`src/rtl/imm_extend_stage.sv`:
```
// Immediate-extension stage: field select, sign/zero extend, shift, tag carry.
// Two-entry (output + skid) register pair behind a valid/ready handshake.
module imm_extend_stage #(
    parameter int DATA_W = 32,
    parameter int IN_W   = 28,
    parameter int W0     = 15,
    parameter int W1     = 19,
    parameter int W2     = 23,
    parameter int W3     = 28,
    parameter int TAG_W  = 5
) (
    input  logic              clk,
    input  logic              rst,
    input  logic              flush,
    input  logic              in_valid,
    output logic              in_ready,
    input  logic [IN_W-1:0]   in_imm,
    input  logic [1:0]        in_sel,
    input  logic              in_zext,
    input  logic [1:0]        in_shamt,
    input  logic [TAG_W-1:0]  in_tag,
    output logic              out_valid,
    input  logic              out_ready,
    output logic [DATA_W-1:0] out_imm,
    output logic [TAG_W-1:0]  out_tag
);

    localparam int WS [4] = '{W0, W1, W2, W3};

    if (W0 > IN_W || W1 > IN_W || W2 > IN_W || W3 > IN_W ||
        W0 + 3 > DATA_W || W1 + 3 > DATA_W || W2 + 3 > DATA_W || W3 + 3 > DATA_W) begin : g_illegal
        $error("imm_extend_stage: illegal field widths");
    end

    // One extender per field width; the select only picks among finished results.
    logic [3:0][DATA_W-1:0] ext_all;
    for (genvar g = 0; g < 4; g++) begin : g_fld
        localparam int W = WS[g];
        logic fill;
        assign fill       = ~in_zext & in_imm[W-1];
        assign ext_all[g] = {{(DATA_W-W){fill}}, in_imm[W-1:0]};
    end

    logic [DATA_W-1:0] res;
    assign res = ext_all[in_sel] << in_shamt;

    logic              or_vld_q, or_vld_d;
    logic [DATA_W-1:0] or_imm_q, or_imm_d;
    logic [TAG_W-1:0]  or_tag_q, or_tag_d;
    logic              sk_vld_q, sk_vld_d;
    logic [DATA_W-1:0] sk_imm_q, sk_imm_d;
    logic [TAG_W-1:0]  sk_tag_q, sk_tag_d;

    logic acc, drain;

    assign in_ready  = ~sk_vld_q & ~rst;
    assign out_valid = or_vld_q;
    assign out_imm   = or_imm_q;
    assign out_tag   = or_tag_q;

    assign acc   = in_valid & in_ready & ~flush;
    assign drain = or_vld_q & out_ready;

    always_comb begin
        or_vld_d = or_vld_q;
        or_imm_d = or_imm_q;
        or_tag_d = or_tag_q;
        sk_vld_d = sk_vld_q;
        sk_imm_d = sk_imm_q;
        sk_tag_d = sk_tag_q;
        if (flush) begin
            or_vld_d = 1'b0;
            sk_vld_d = 1'b0;
        end else if (!or_vld_q || drain) begin
            // SK full implies in_ready=0, so no accept competes with the SK->OR move
            if (sk_vld_q) begin
                or_vld_d = 1'b1;
                or_imm_d = sk_imm_q;
                or_tag_d = sk_tag_q;
                sk_vld_d = 1'b0;
            end else if (acc) begin
                or_vld_d = 1'b1;
                or_imm_d = res;
                or_tag_d = in_tag;
            end else begin
                or_vld_d = 1'b0;
            end
        end else if (acc) begin
            sk_vld_d = 1'b1;
            sk_imm_d = res;
            sk_tag_d = in_tag;
        end
    end

    always_ff @(posedge clk) begin
        if (rst) begin
            or_vld_q <= 1'b0;
            or_imm_q <= '0;
            or_tag_q <= '0;
            sk_vld_q <= 1'b0;
            sk_imm_q <= '0;
            sk_tag_q <= '0;
        end else begin
            or_vld_q <= or_vld_d;
            or_imm_q <= or_imm_d;
            or_tag_q <= or_tag_d;
            sk_vld_q <= sk_vld_d;
            sk_imm_q <= sk_imm_d;
            sk_tag_q <= sk_tag_d;
        end
    end

endmodule

```
`config.mk`:
```
export PLATFORM = sky130hd
export DESIGN_NAME = imm_extend_stage
export DESIGN_NICKNAME = d
export VERILOG_FILES = /design/src/rtl/imm_extend_stage.sv
export SDC_FILE = /design/constraint.sdc
export NUM_CORES = 1
export LEC_CHECK = 0
export CORE_ASPECT_RATIO = 1.25
export CORE_MARGIN = 10
export CORE_UTILIZATION = 40
export DETAILED_ROUTE_END_ITERATION = 7
export GPL_TIMING_DRIVEN = 0
export PLACE_DENSITY_LB_ADDON = 0.1
export SLEW_MARGIN = 5
export SYNTH_ARGS = -nofsm -noshare
export SYNTH_HDL_FRONTEND = slang
export SYNTH_SLANG_ARGS = --single-unit
```
`constraint.sdc`:
```
create_clock -name clk -period 3.1 [get_ports clk]
set_input_delay 0.465 -clock clk [delete_from_list [all_inputs] [get_ports clk]]
set_output_delay 0.465 -clock clk [all_outputs]
set_load 0.005 [all_outputs]
```
==> qor.yml <==
status: "completed"
start_util: 0.412
filler_cell_count: 958
grt-ovfl-total: 0
dp.cells: 692
grt_max_degree: 13
die_area_um2: 14400
grt_util_all_layers: 0.184
skew_ns: 0.00388
final_cell_mix: "clkdlybuf4s50_1, dfxtp_1, nand2_1, a21oi_1, nor2_1"
grt_antenna_before_repair: 0
hp-class: "reg -> reg"
worstHoldPathCells: 2
setup_tns_ns: 0
hold_viol: 0
min_period_ns: 2.20
finalInstanceArea_um2: 5260
cp.arrival_ns: 2.39
core_um2: 9710
io_pins: 82
critPathKind: "in -> reg"
hold_end: "out_imm[31]"
cts_root_buf: "clkbuf_16"
drc: 0
ir_worst_vdd_mv: 0.390
cts_setup_buffers: 0
tightest_slew_ns: 0.666
critPathMaxStageDelay_ns: 0.51
synth-main-ff-cell: "dfxtp_1"
h-tree-depth: 3
gp_congestion: 0.835
clk_pin_slew_worst_paths_ns: 0.06
rsz0062_at_grt: "false"
hold-worst-slack_ns: 0.449
dp_worst_setup_slack_ns: 0.537
synth_fp_nets: 531
power_leakage_nw: 1.87
dieHeight_um: 132
maxCapViolCount: 0
routed_wl_um: 13200
hold_buffers: 0
required_ns: 3.29
setup_violations: 0
ant_nets: 0
syn_area_um2: 4000
cts_buffer_depth: 2
max_slew_margin: 0.550
rows: 40
routedWlPerCell_um: 18.7
cts_num_sinks: 76
drv_slew: 0
io_buffers: 78
crit_path_top_delay_cell: "clkdlybuf4s50_1"
hp-start: "out_imm[31]"
yosys_warnings: 0
crit_chain: "clkdlybuf4s50_1 > nor4b_2 > nand3_1 > clkbuf_1 > nor2_1 > a221oi_1"
clk_latency_ns: 0.33
firstDrtPassIters: 4
fin_crit_sh: 0.709
start_kind: "primary input"
nets: 620
synthToLayoutAreaGrowth_pct: 31.4
final_common_cell: "clkdlybuf4s50_1"
seq_area_frac_synth: 0.380
synth_edf_count: 0
yosysUniqueCellTypes: 51
synthCells: 488
dieWidth_um: 109
vias_per_cell: 5.70
finalWorstSetupSlack_ns: 0.902
dp_hpwl_um: 9780
placed_area_um2: 4940
grt_pass1_wl_um: 21200
end_kind: "flip-flop"
async_flop_share: 0
clock.fmax_mhz: 455
ys_ff_latch: 76
power_density_nw_per_um2: 483
synth.avg_cell_area_um2: 8.20
cts_tree: "yes"
grt_pass1_vias: 4056
antenna_cells: 0
critPathMaxFanout: 10
cts_inserted_buffers: 9
worstRegToRegCells: 6
timing.rr.start: "out_valid"
layoutNonFillerInstCount: 707
cts_resized: 0
vias: 4028
final_layout_size_suffix_gt1_frac: 0.0826
drt_iter0_drc: 324
r2r_slack_ns: 1.26
regToRegEndpoint: "out_imm[25]"
==> critical path, delay by kind of cell <==
kind,cells,cell delay (ns)
AO/OA/AOI/OAI,1,0.13
buffers and inverters,2,0.81
AND/OR/NAND/NOR,3,0.98
==> cell type report <==
| cell class | instances | area (um2) | area share |
|---|---|---|---|
| Multi-Input combinational cell | 363 | 2250 | 0.427 |
| Sequential cell | 76 | 1520 | 0.289 |
| Timing Repair Buffer | 78 | 781 | 0.149 |
| Clock buffer | 11 | 243 | 0.0462 |
| Buffer | 44 | 215 | 0.0409 |
| Tap cell | 126 | 158 | 0.0300 |
| Clock inverter | 4 | 73.8 | 0.0140 |
| Inverter | 5 | 18.8 | 0.00357 |
==> per-layer routing <==
metal / global-route usage / up-vias / routed length (um)
li1: - / 1957 / -
met1: 0.217 / 1911 / 5370
met2: 0.306 / 136 / 6580
met3: 0.0386 / 24 / 865
met4: 0.0841 / 0 / 395
met5: 0 / - / 0
==> sequential cells by signal (all words and copies together) (netlist names) <==
register and cells:
out_imm 32, sk_imm_q 32, out_tag 5, sk_tag_q 5
out_valid 1, sk_vld_q 1
==> stage by stage <==
step | total power, mW | utilization
2_1_floorplan | 1.24 | -
3_3_place_gp | 1.42 | 0.509
3_5_place_dp | 1.42 | 0.509
4_1_cts | 2.54 | 0.541
5_1_grt | 2.62 | 0.541
6_report | 2.54 | 0.541
==> power by group <==
part	switching [mW]	internal (mW)	total, mW
clock	0.421	0.723	1.14
sequential	0.0140	1.00	1.02
combinational	0.202	0.178	0.380
==> Yosys cell counts (4+ instances only) <==
library cell	count	area, um2
nand3b_1	10	75.1
mux2i_1	44	440
nor4_1	5	31.3
nor3_1	20	100
buf_2	19	95.1
o211ai_1	14	105
nor2b_1	5	31.3
dfxtp_1	76	1520
nand3_1	6	30.0
a221oi_1	4	35.0
a211oi_1	32	240
nand4b_1	5	43.8
nor2_1	48	180
a21oi_1	51	255
o21ai_0	16	80.1
nand2_1	63	236
clkbuf_1	18	67.6
==> cells by family after synthesis <==
| kind of cell | after synthesis | synth area share |
|---|---|---|
| mux | 46 | 0.121 |
| simple gates | 176 | 0.210 |
| buf+inv | 49 | 0.0585 |
| flops | 76 | 0.380 |
| compound gates | 141 | 0.230 |
==> how the worst max path moves through the flow <==
stage	start	end	slack, ns	depth (start not counted)
CTS	flush	sk_imm_q[23]	0.88	6
detailed placement	flush	sk_imm_q[25]	0.54	6
finish	flush	sk_imm_q[23]	0.90	6
global route	in_zext	out_imm[22]	0.70	5
floorplan	in_shamt[1]	out_imm[15]	1.38	5
global placement	rst	out_imm[31]	0.56	6
Power figures use the tool's default switching activity.
